`src/rtl/hazard_ctrl_if.sv`:
```
// Pipeline-to-hazard-controller bundle: hazard sources in, stall/flush/freeze controls and counters out.
interface hazard_ctrl_if #(
  parameter int unsigned CNT_W = 16
);
  logic             memRead_E;
  logic [4:0]       Rd_E;
  logic [4:0]       Rn_D;
  logic [4:0]       Rm_D;
  logic             useRm_D;
  logic             PCSrc_M;
  logic             dmem_req_M;
  logic             dmem_ack;
  logic             stall_F;
  logic             stall_D;
  logic             flush_D;
  logic             flush_E;
  logic             flush_M;
  logic             freeze;
  logic             mem_err;
  logic [CNT_W-1:0] stall_cnt;
  logic [CNT_W-1:0] flush_cnt;

  modport master (
    output memRead_E, Rd_E, Rn_D, Rm_D, useRm_D, PCSrc_M, dmem_req_M, dmem_ack,
    input  stall_F, stall_D, flush_D, flush_E, flush_M, freeze, mem_err, stall_cnt, flush_cnt
  );

  modport slave (
    input  memRead_E, Rd_E, Rn_D, Rm_D, useRm_D, PCSrc_M, dmem_req_M, dmem_ack,
    output stall_F, stall_D, flush_D, flush_E, flush_M, freeze, mem_err, stall_cnt, flush_cnt
  );
endinterface

```
`src/rtl/hazard_ctrl.sv`:
```
// LEGv8 five-stage hazard controller: load-use stalls, taken-branch flushes,
// data-memory wait freeze with timeout, and saturating stall/flush counters.
module hazard_ctrl #(
  parameter int unsigned TIMEOUT = 15,
  parameter int unsigned CNT_W   = 16
) (
  input  logic        clk,
  input  logic        reset,
  hazard_ctrl_if.slave bus
);
  localparam int unsigned WCNT_W = $clog2(TIMEOUT + 1);
  localparam logic [0:0] RUN      = 1'b0;
  localparam logic [0:0] MEM_WAIT = 1'b1;

  logic [0:0]        r_state;
  logic [0:0]        w_state_nxt;
  logic [WCNT_W-1:0] r_wcnt;
  logic [WCNT_W-1:0] w_wcnt_nxt;
  logic              r_mem_err;
  logic              w_set_err;
  logic [CNT_W-1:0]  r_stall_cnt;
  logic [CNT_W-1:0]  r_flush_cnt;
  logic              w_lu;
  logic              w_flush_acc;
  logic              w_stall_F;
  logic              w_stall_D;
  logic              w_flush_D;
  logic              w_flush_E;
  logic              w_flush_M;
  logic              w_freeze;

  // XZR never carries a real dependence, so it is excluded from the hazard compare.
  assign w_lu = bus.memRead_E && (bus.Rd_E != 5'd31) &&
                ((bus.Rn_D == bus.Rd_E) || (bus.useRm_D && (bus.Rm_D == bus.Rd_E)));

  always_comb begin
    w_stall_F   = 1'b0;
    w_stall_D   = 1'b0;
    w_flush_D   = 1'b0;
    w_flush_E   = 1'b0;
    w_flush_M   = 1'b0;
    w_freeze    = 1'b0;
    w_flush_acc = 1'b0;
    w_set_err   = 1'b0;
    w_state_nxt = r_state;
    w_wcnt_nxt  = r_wcnt;
    if (!reset) begin
      case (r_state)
        RUN: begin
          if (bus.dmem_req_M && !bus.dmem_ack) begin
            w_freeze    = 1'b1;
            w_state_nxt = MEM_WAIT;
            w_wcnt_nxt  = WCNT_W'(1);
          end else if (bus.PCSrc_M) begin
            w_flush_D   = 1'b1;
            w_flush_E   = 1'b1;
            w_flush_M   = 1'b1;
            w_flush_acc = 1'b1;
          end else if (w_lu) begin
            w_stall_F = 1'b1;
            w_stall_D = 1'b1;
            w_flush_E = 1'b1;
          end
        end
        MEM_WAIT: begin
          w_freeze = 1'b1;
          if (bus.dmem_ack) begin
            w_state_nxt = RUN;
            w_wcnt_nxt  = '0;
          end else if (r_wcnt == WCNT_W'(TIMEOUT)) begin
            w_set_err   = 1'b1;
            w_state_nxt = RUN;
            w_wcnt_nxt  = '0;
          end else begin
            w_wcnt_nxt = r_wcnt + WCNT_W'(1);
          end
        end
        default: begin
          w_state_nxt = RUN;
          w_wcnt_nxt  = '0;
        end
      endcase
    end
  end

  always_ff @(posedge clk) begin
    if (reset) begin
      r_state     <= RUN;
      r_wcnt      <= '0;
      r_mem_err   <= 1'b0;
      r_stall_cnt <= '0;
      r_flush_cnt <= '0;
    end else begin
      r_state <= w_state_nxt;
      r_wcnt  <= w_wcnt_nxt;
      if (w_set_err)
        r_mem_err <= 1'b1;
      if ((w_stall_F || w_freeze) && (r_stall_cnt != '1))
        r_stall_cnt <= r_stall_cnt + CNT_W'(1);
      if (w_flush_acc && (r_flush_cnt != '1))
        r_flush_cnt <= r_flush_cnt + CNT_W'(1);
    end
  end

  assign bus.stall_F   = w_stall_F;
  assign bus.stall_D   = w_stall_D;
  assign bus.flush_D   = w_flush_D;
  assign bus.flush_E   = w_flush_E;
  assign bus.flush_M   = w_flush_M;
  assign bus.freeze    = w_freeze;
  assign bus.mem_err   = r_mem_err;
  assign bus.stall_cnt = r_stall_cnt;
  assign bus.flush_cnt = r_flush_cnt;
endmodule

```
`src/flat_wrapper.sv`:
```
// flat-port wrapper written by rule: the top's interface ports become plain ports
module hazard_ctrl_flat 
#(
  parameter int unsigned TIMEOUT = 15,
  parameter int unsigned CNT_W   = 16
)
  (clk, reset, bus_memRead_E, bus_Rd_E, bus_Rn_D, bus_Rm_D, bus_useRm_D, bus_PCSrc_M, bus_dmem_req_M, bus_dmem_ack, bus_stall_F, bus_stall_D, bus_flush_D, bus_flush_E, bus_flush_M, bus_freeze, bus_mem_err, bus_stall_cnt, bus_flush_cnt);
  hazard_ctrl_if #(.CNT_W(CNT_W)) bus_i ();
  input  logic clk;
  input  logic reset;
  input wire logic [$bits(bus_i.memRead_E)-1:0] bus_memRead_E;
  input wire logic [$bits(bus_i.Rd_E)-1:0] bus_Rd_E;
  input wire logic [$bits(bus_i.Rn_D)-1:0] bus_Rn_D;
  input wire logic [$bits(bus_i.Rm_D)-1:0] bus_Rm_D;
  input wire logic [$bits(bus_i.useRm_D)-1:0] bus_useRm_D;
  input wire logic [$bits(bus_i.PCSrc_M)-1:0] bus_PCSrc_M;
  input wire logic [$bits(bus_i.dmem_req_M)-1:0] bus_dmem_req_M;
  input wire logic [$bits(bus_i.dmem_ack)-1:0] bus_dmem_ack;
  output wire logic [$bits(bus_i.stall_F)-1:0] bus_stall_F;
  output wire logic [$bits(bus_i.stall_D)-1:0] bus_stall_D;
  output wire logic [$bits(bus_i.flush_D)-1:0] bus_flush_D;
  output wire logic [$bits(bus_i.flush_E)-1:0] bus_flush_E;
  output wire logic [$bits(bus_i.flush_M)-1:0] bus_flush_M;
  output wire logic [$bits(bus_i.freeze)-1:0] bus_freeze;
  output wire logic [$bits(bus_i.mem_err)-1:0] bus_mem_err;
  output wire logic [$bits(bus_i.stall_cnt)-1:0] bus_stall_cnt;
  output wire logic [$bits(bus_i.flush_cnt)-1:0] bus_flush_cnt;
  assign bus_i.memRead_E = bus_memRead_E;
  assign bus_i.Rd_E = bus_Rd_E;
  assign bus_i.Rn_D = bus_Rn_D;
  assign bus_i.Rm_D = bus_Rm_D;
  assign bus_i.useRm_D = bus_useRm_D;
  assign bus_i.PCSrc_M = bus_PCSrc_M;
  assign bus_i.dmem_req_M = bus_dmem_req_M;
  assign bus_i.dmem_ack = bus_dmem_ack;
  assign bus_stall_F = bus_i.stall_F;
  assign bus_stall_D = bus_i.stall_D;
  assign bus_flush_D = bus_i.flush_D;
  assign bus_flush_E = bus_i.flush_E;
  assign bus_flush_M = bus_i.flush_M;
  assign bus_freeze = bus_i.freeze;
  assign bus_mem_err = bus_i.mem_err;
  assign bus_stall_cnt = bus_i.stall_cnt;
  assign bus_flush_cnt = bus_i.flush_cnt;
  hazard_ctrl #(.TIMEOUT(TIMEOUT), .CNT_W(CNT_W)) u_core (.clk(clk), .reset(reset), .bus(bus_i));
endmodule
```
`config.mk`:
```
export PLATFORM = sky130hd
export DESIGN_NAME = hazard_ctrl_flat
export DESIGN_NICKNAME = d
export VERILOG_FILES = /design/src/rtl/hazard_ctrl_if.sv /design/src/rtl/hazard_ctrl.sv /design/src/flat_wrapper.sv
export SDC_FILE = /design/constraint.sdc
export NUM_CORES = 1
export LEC_CHECK = 0
export CAP_MARGIN = 20
export CORE_MARGIN = 2
export CORE_UTILIZATION = 42
export CTS_BUF_LIST = sky130_fd_sc_hd__clkbuf_4
export CTS_CLUSTER_DIAMETER = 40
export DETAILED_ROUTE_END_ITERATION = 10
export HOLD_SLACK_MARGIN = 0.12
export MAX_ROUTING_LAYER = met4
export PLACE_DENSITY = 0.84
export RECOVER_POWER = 25
export SKIP_CTS_REPAIR_TIMING = 1
export SYNTH_ARGS = -nofsm -noshare
export SYNTH_HDL_FRONTEND = slang
export SYNTH_SLANG_ARGS = --single-unit
```
`constraint.sdc`:
```
create_clock -name clk -period 3 [get_ports clk]
set_input_delay 0.9 -clock clk [delete_from_list [all_inputs] [get_ports clk]]
set_output_delay 0.9 -clock clk [all_outputs]
set_load 0.05 [all_outputs]
```
# Word level (Yosys, flattened, before mapping)
# Cells that the tools add are included.
# totals
reg_bits,38
out_inout_bits,39
elab_cells,52
# classes
addsub,3
eq_ne,7
n_mux,27
bitwise_logic,1
reduce_logical,9
# ops
cell,n
$add A16 B1 Y16 const B,2
$ne A16 B16 Y1 const B,2
$mux W1,21
$mux W4,3
$eq A5 B5 Y1,2
$pmux W4 S2,1
$logic_and A1 B1 Y1,6
$ne A5 B5 Y1 const B,1
$add A4 B1 Y4 const B,1
$eq A4 B4 Y1 const B,1
$pmux W1 S2,2
$logic_or A1 B1 Y1,2
$ne A2 B1 Y1 const B,1
$logic_not A1 Y1,1
$not A1 Y1,1

# Logic depth before layout (Yosys ltp)
# Gate-level depths: netlist of run 1.
# depth
ltp_word,11
ltp_mapped,9
mapped_depth_nobuf,7

# Worst setup path before layout of run 1
# Ideal clock, no wire load.
# synth_path
kind,input-to-output
startpoint,input port bus_Rd_E[3]
endpoint,output port bus_stall_F
t_arrival_ps,3723
t_required_ps,2100
slack_ps,-1623
cell_stages,6
path_buffers,1
path_cell_list,xor2_1 nor4_1 a32oi_1 nor2_1 nor4b_1 buf_4
# synth_between
elab_chain_len,9
elab_cells_between_ends,12
classes_between,3 x eq/ne; 5 x mux; 4 x reduce/logical
# synth_lines
element,line_no,text
from (decl),flat_wrapper.sv:12,input wire logic [$bits(bus_i.Rd_E)-1:0] bus_Rd_E;
$eq A5 B5 Y1,hazard_ctrl.sv:34,((bus.Rn_D == bus.Rd_E) || (bus.useRm_D && (bus.Rm_D == bus.Rd_E)));
$logic_and A1 B1 Y1,hazard_ctrl.sv:34,
$logic_or A1 B1 Y1,hazard_ctrl.sv:34,
$logic_and A1 B1 Y1 (*),hazard_ctrl.sv:33,assign w_lu = bus.memRead_E && (bus.Rd_E != 5'd31) &&
$mux W1 (*) (5 in series),n/a,
to (decl),flat_wrapper.sv:19,output wire logic [$bits(bus_i.stall_F)-1:0] bus_stall_F;
# Mark *: on every way between the ends. The rest lies on a longest branch, timed or not.

# Worst setup path in the final report of run 1
# layout_path
startpoint,input port bus_Rm_D[4]
endpoint,output port bus_stall_F
# layout_between
elab_chain_len,9
# layout_lines
element,line_no,text
from (decl),flat_wrapper.sv:14,input wire logic [$bits(bus_i.Rm_D)-1:0] bus_Rm_D;
$eq A5 B5 Y1,hazard_ctrl.sv:34,
$logic_and A1 B1 Y1,hazard_ctrl.sv:34,
$logic_or A1 B1 Y1,hazard_ctrl.sv:34,
$logic_and A1 B1 Y1,hazard_ctrl.sv:33,
$mux W1,hazard_ctrl.sv:59,end else if (w_lu) begin
$mux W1,hazard_ctrl.sv:54,end else if (bus.PCSrc_M) begin
$mux W1,hazard_ctrl.sv:50,if (bus.dmem_req_M && !bus.dmem_ack) begin
$mux W1,hazard_ctrl.sv:48,case (r_state)
$mux W1,hazard_ctrl.sv:47,if (!reset) begin
# No other way between the ends.

==> impl_metrics.json, run 1 <==
{
  "violations": "setup timing",
  "die_y_microns": 73.45,
  "synth_cells": 240,
  "clkSinkCount": 38,
  "yosysWarnings": 0,
  "setup_violations": 8,
  "r2r_end": "u_core.bus.stall_cnt[13]",
  "hold_depth": 2,
  "synthFlopType": "dfxtp_1",
  "wl_per_cell_microns": 14.46,
  "grt_pass1_wl_mm": 8.714,
  "slew_headroom_pct": 31.20,
  "clkLatencyLatePin_ns": 0.35,
  "via_per_inst": 5.749,
  "ys_seq_area_share_pct": 37.55,
  "timing.fmax_ghz": 0.3072,
  "maxSlewViolCount": 0,
  "finClkSkew_ns": 0.01251,
  "setup_tns_ns": -1.010,
  "powerDensity_nw_per_um2": 348.3,
  "drive_above_1_share_pct": 18.44,
  "io_pins": 61,
  "setup_ws_ns": -0.2551,
  "hp-class": "flip-flop to flip-flop",
  "p_sw_uw": 273.0,
  "hpwlAfterDp_mm": 3.870,
  "start_util_pct": 43.17,
  "cts_buffers": 5,
  "netlist.area_leader.share_pct": 37.55,
  "core_area_sq_um": 4692,
  "r2r_slack_ns": 0.95,
  "cts_tree": "built",
  "end_kind": "output pin",
  "die_x_microns": 73.45,
  "yosysMostFrequentCell": "dfxtp_1",
  "routabilityCongestion": 0.7900,
  "routed_wl_mm": 5.408,
  "path_max_fanout": 2,
  "cp_slowest_stage_delay_ns": 0.25,
  "path_buf_inv": 3,
  "power.share.switching_pct": 25.83,
  "path_depth": 8,
  "grt_antenna_before_repair": 0,
  "synth_commonest_cells": "dfxtp_1, nor2_1, nand3_1, a21oi_1, xor2_1",
  "die_area_sq_um": 5395,
  "layout_min_cycle_time_ns": 3.255,
  "syn_to_final_growth_pct": 49.78,
  "drc": 0,
  "pwr-share-clk_pct": 35.0,
  "grt_overflow": 0,
  "fin_util_pct": 64.67,
  "critical_path_class": "input port to output pin",
  "async_flop_share_pct": 0,
  "synth_seq_cells": 38,
  "crit_slowest_cell": "nor4_2",
  "nets": 344,
  "synth.largest_area_cell": "dfxtp_1",
  "crit_family": "simple AND/OR/NAND/NOR gates",
  "rsz0062_at_grt": "yes",
  "outcome": "finished with violations",
  "vdd_drop_max_mv": 0.2286,
  "seqPwrFrac_pct": 48.7,
  "ant_nets": 0,
  "avgSynthCellArea_sq_um": 8.440,
  "finalCritPeriodShare_pct": 108.5,
  "synth-edff-count": 0,
  "drv_cap": 0,
  "port-buffer-count": 60,
  "first_pass_iters": 4,
  "leakage_uw": 0.001225,
  "endpoint": "bus_stall_F",
  "synth_area_leaders": "dfxtp_1, nand3_1, xor2_1",
  "cts.htree.levels": 2,
  "worstPathRequired_ns": 2.10,
  "hold_viol": 0,
  "r2r_start": "u_core.bus.stall_cnt[10]",
  "antennaDiodeCount": 0,
  "syn-cell-area_sq_um": 2026,
  "drt_iter0_drc": 147,
  "path_clk_slew_ns": 0.12,
  "critPathLaunchType": "input port",
  "synth_fp_nets": 265,
  "cp_data_arrival_time_ns": 2.36,
  "rows": 25,
  "worst_slew_pin_slew_ns": 1.032,
  "crit_chain": "dlymetal6s2s_1 > xor2_1 > nor4_2 > a32oi_2 > nor2_2 > nor4b_4 > buf_4 > buf_12",
  "cp-startpoint": "bus_Rm_D[4]",
  "num_vias": 2150,
  "synth_cell_types": 47,
  "grtUsageTotal_pct": 21.00,
  "cts-root-buf": "clkbuf_4",
  "grt_pass1_vias": 2048,
  "cts_buffer_depth": 2,
  "worst-r2r-cell-count": 6,
  "combPwrFrac_pct": 16.3,
  "p_int_uw": 783.9,
  "grt_max_degree": 25
}
cell families after synthesis:
family	count (synthesis)	synth area share, %
AO/OA/AOI/OAI	57	18.78
XOR/XNOR	17	7.350
adder cells (fa/ha/maj)	3	1.853
buffers and inverters	19	4.879
flip-flops	38	37.55
multiplexers	3	1.482
AND/OR/NAND/NOR	103	28.10
how the worst min path moves through the flow:
stage                              from                       end  slack [ns]
3_5_place_dp           u_core.r_wcnt[3]          u_core.r_wcnt[3]        0.48
2_1_floorplan          u_core.r_wcnt[3]          u_core.r_wcnt[3]        0.44
5_1_grt        u_core.bus.stall_cnt[11]  u_core.bus.stall_cnt[11]        0.54
4_1_cts                u_core.r_wcnt[3]          u_core.r_wcnt[3]        0.50
6_report             u_core.bus.mem_err        u_core.bus.mem_err        0.51
3_3_place_gp         u_core.bus.mem_err        u_core.bus.mem_err        0.46
layer usage:
metal	GRT usage, %	wire (microns)
met1	25.11	2360
met2	34.13	2679
met3	4.390	297
met4	8.889	70
met5	-	0
area by class of cell:
| type | instances | area [sq um] |
|---|---|---|
| clock inverter | 1 | 30.03 |
| multi-input combinational | 183 | 1249 |
| inverter | 7 | 26.28 |
| clock buffer | 7 | 52.55 |
| timing repair buffer | 84 | 848.3 |
| fill | 398 | 1658 |
| sequential | 38 | 760.7 |
| tap | 54 | 67.56 |
cells in the final DEF, fill, tap and decap left out, drive strengths merged, types with 3 or more instances in the layout:
cell,n
nand2,10
o21ai,10
mux2i,3
nor2,25
and3,10
or4,8
dlymetal6s2s,12
buf,30
o31ai,8
or3,7
a31oi,4
nand3,20
nor4,3
dlygate4sd3,5
xnor2,6
o311ai,3
clkbuf,12
xor2,11
nor3,7
clkdlybuf4s50,32
ha,3
inv,7
dfxtp,38
a21oi,18
stage by stage:
stage	instances	power (uW)	instance area, sq um	setup WS (ns)	hold WS, ns
finish	374	1057	3034	-0.2551	0.5066
global route	374	1097	3034	-0.3265	0.5371
CTS	373	1052	2970	-0.6550	0.5018
detailed placement	365	691.9	2888	-0.6550	0.4806
global placement	365	688.6	2888	-0.5087	0.4580
floorplan	240	604.9	2063	-0.3856	0.4421
registers in the layout, summed over array words and instances, names as in the netlist:
name	cells
u_core.r_state	1
u_core.bus.flush_cnt	16
u_core.bus.stall_cnt	16
u_core.bus.mem_err	1
u_core.r_wcnt	4
worst min-delay path: stages (launching register included):
cell and delay, ns:
dfxtp_1 0.35, a21oi_1 0.04, nor2_1 0.08
power by group through the flow:
stage | combinational [uW] | sequential, uW | clock, uW
2_1_floorplan | 70.2 | 535 | 0
3_3_place_gp | 162 | 526 | 0
3_5_place_dp | 166 | 526 | 0
4_1_cts | 166 | 515 | 371
5_1_grt | 184 | 516 | 397
6_report | 172 | 515 | 370
(Power assumes the default switching activity.)
==> run 2, diff against run 1 <==
CTS_CLUSTER_DIAMETER = not set   (was 40)
==> results of run 2 <==
Same layout as run 1: the final DEF is identical, and so are final timing and power.
==> run 3, diff against run 2 <==
CAP_MARGIN = not set   (was 20)
RECOVER_POWER = not set   (was 25)
REMOVE_ABC_BUFFERS = 1   (was not set)
==> run 3 against run 2 <==
The flow still finishes with violations (setup timing); first-iteration DRC count is 16% lower; worst hold slack lost 0.0082 ns; sequential share of layout area grew 0.52 points; final area fell by 2.0%; non-clock buffer count stayed put; die area did not move; sequential power hardly changed; count of clock-buffer cells in the layout fell by 2; global-route usage shrank 0.53 points; power down 12%; largest cell class unchanged.
==> impl_metrics.json, run 3 (synthesis gave the netlist of run 1 again) <==
{
  "critical_path_class": "input port to output pin",
  "setup_violations": 5,
  "worstPathRequired_ns": 2.10,
  "whs_ns": 0.4984,
  "grt_antenna_before_repair": 0,
  "vdd_drop_max_mv": 0.1720,
  "instances_no_fill": 372,
  "cts.htree.levels": 2,
  "pwr-share-clk_pct": 26.4,
  "leakage_uw": 0.001183,
  "layout_min_cycle_time_ns": 3.208,
  "p_sw_uw": 260.0,
  "start_util_pct": 43.17,
  "final_cell_mix": "dfxtp_1, clkdlybuf4s50_1, nor2_1, buf_4, nand3_1",
  "maxSlewViolCount": 0,
  "hpwlAfterDp_mm": 3.967,
  "antennaDiodeCount": 0,
  "drive_above_1_share_pct": 16.04,
  "dp_cells": 365,
  "path_clk_slew_ns": 0.11,
  "setup_ws_ns": -0.2079,
  "r2r_end": "u_core.bus.stall_cnt[10]",
  "cts_tree": "built",
  "ant_nets": 0,
  "port-buffer-count": 60,
  "p_int_uw": 667.4,
  "finalCritPeriodShare_pct": 106.9,
  "grt_overflow": 0,
  "holdPathEnd": "u_core.bus.mem_err",
  "cts_buffer_depth": 2,
  "hp-class": "flip-flop to flip-flop",
  "drv_cap": 0,
  "core_area_sq_um": 4692,
  "die_x_microns": 73.45,
  "timing.fmax_ghz": 0.3117,
  "first_pass_iters": 4,
  "num_vias": 2155,
  "combPwrFrac_pct": 18.0,
  "fin_util_pct": 63.36,
  "die_area_sq_um": 5395,
  "power.share.switching_pct": 28.04,
  "drc": 0,
  "hold_viol": 0,
  "grt_max_degree": 33,
  "clkLatencyLatePin_ns": 0.35,
  "grtUsageTotal_pct": 20.47,
  "critPathLaunchType": "input port",
  "r2r_slack_ns": 0.92,
  "powerDensity_nw_per_um2": 312.0,
  "rsz0062_at_grt": "yes",
  "final_common_cell": "dfxtp_1",
  "routabilityCongestion": 0.8360,
  "outcome": "finished with violations",
  "pre_cts_ws_ns": -0.6452,
  "path_max_fanout": 2,
  "rows": 25,
  "grt_pass1_vias": 1914,
  "worst-r2r-cell-count": 6,
  "end_kind": "output pin",
  "worst_slew_pin_slew_ns": 0.5756,
  "syn_to_final_growth_pct": 46.76,
  "io_pins": 61,
  "violations": "setup timing",
  "finClkSkew_ns": 0.01096,
  "cts-root-buf": "clkbuf_4",
  "die_y_microns": 73.45,
  "cts_buffers": 5,
  "cp_data_arrival_time_ns": 2.31,
  "nets": 344,
  "cp-startpoint": "bus_Rm_D[1]",
  "clkSinkCount": 38,
  "seqPwrFrac_pct": 55.6,
  "wl_per_cell_microns": 14.99,
  "slew_headroom_pct": 61.46,
  "hold_depth": 2,
  "r2r_start": "u_core.bus.stall_cnt[3]",
  "drt_iter0_drc": 123,
  "hp-start": "u_core.bus.mem_err",
  "power_uw": 927.5,
  "via_per_inst": 5.793,
  "fillCellCount": 390,
  "grt_pass1_wl_mm": 8.480,
  "routed_wl_mm": 5.575
}
## run 3: through the flow
stage | TNS (ns) | instance area (sq um)
after floorplan | -7.492 | 1953
after global placement | -5.114 | 2854
after detailed placement | -6.533 | 2854
after CTS | -2.528 | 2895
after global routing | -1.021 | 2973
final | -0.6639 | 2973
## run 3: how the worst max path moves through the flow
stage	slack, ns	depth (start not counted)	end
floorplan	-2.61	5	bus_stall_D
global placement	-0.55	8	bus_stall_D
CTS	-0.67	8	bus_stall_D
detailed placement	-0.65	8	bus_stall_D
global route	-0.30	9	bus_flush_E
finish	-0.21	8	bus_stall_D
## run 3: final cells by class
cell class / instances / area (sq um) / area share, %
multi-input combinational: 183 / 1207 / 40.61
timing repair buffer: 84 / 869.6 / 29.25
sequential: 38 / 760.7 / 25.59
tap: 54 / 67.56 / 2.273
clock buffer: 5 / 37.54 / 1.263
inverter: 7 / 26.28 / 0.8838
clock inverter: 1 / 3.754 / 0.1263
## run 3: layer usage
layer	track usage, %	wire, microns	vias to the layer above
met5	-	0	-
met4	8.081	127	0
met3	3.567	216	16
met2	35.12	2843	66
met1	23.58	2388	1018
li1	-	-	1055
## run 3: worst max-delay path, cell delays in order
cell	delay (ns)
buf_8	0.10
xor2_2	0.17
nor4_2	0.29
a32oi_1	0.16
nor2_1	0.17
nor4b_4	0.21
buf_4	0.17
buf_12	0.13
## run 3: power by group through the flow
stage / combinational, uW / clock [uW] / sequential, uW
finish: 167 / 245 / 516
global route: 178 / 262 / 516
CTS: 161 / 248 / 515
detailed placement: 159 / 0 / 527
global placement: 156 / 0 / 526
floorplan: 54.1 / 0 / 535
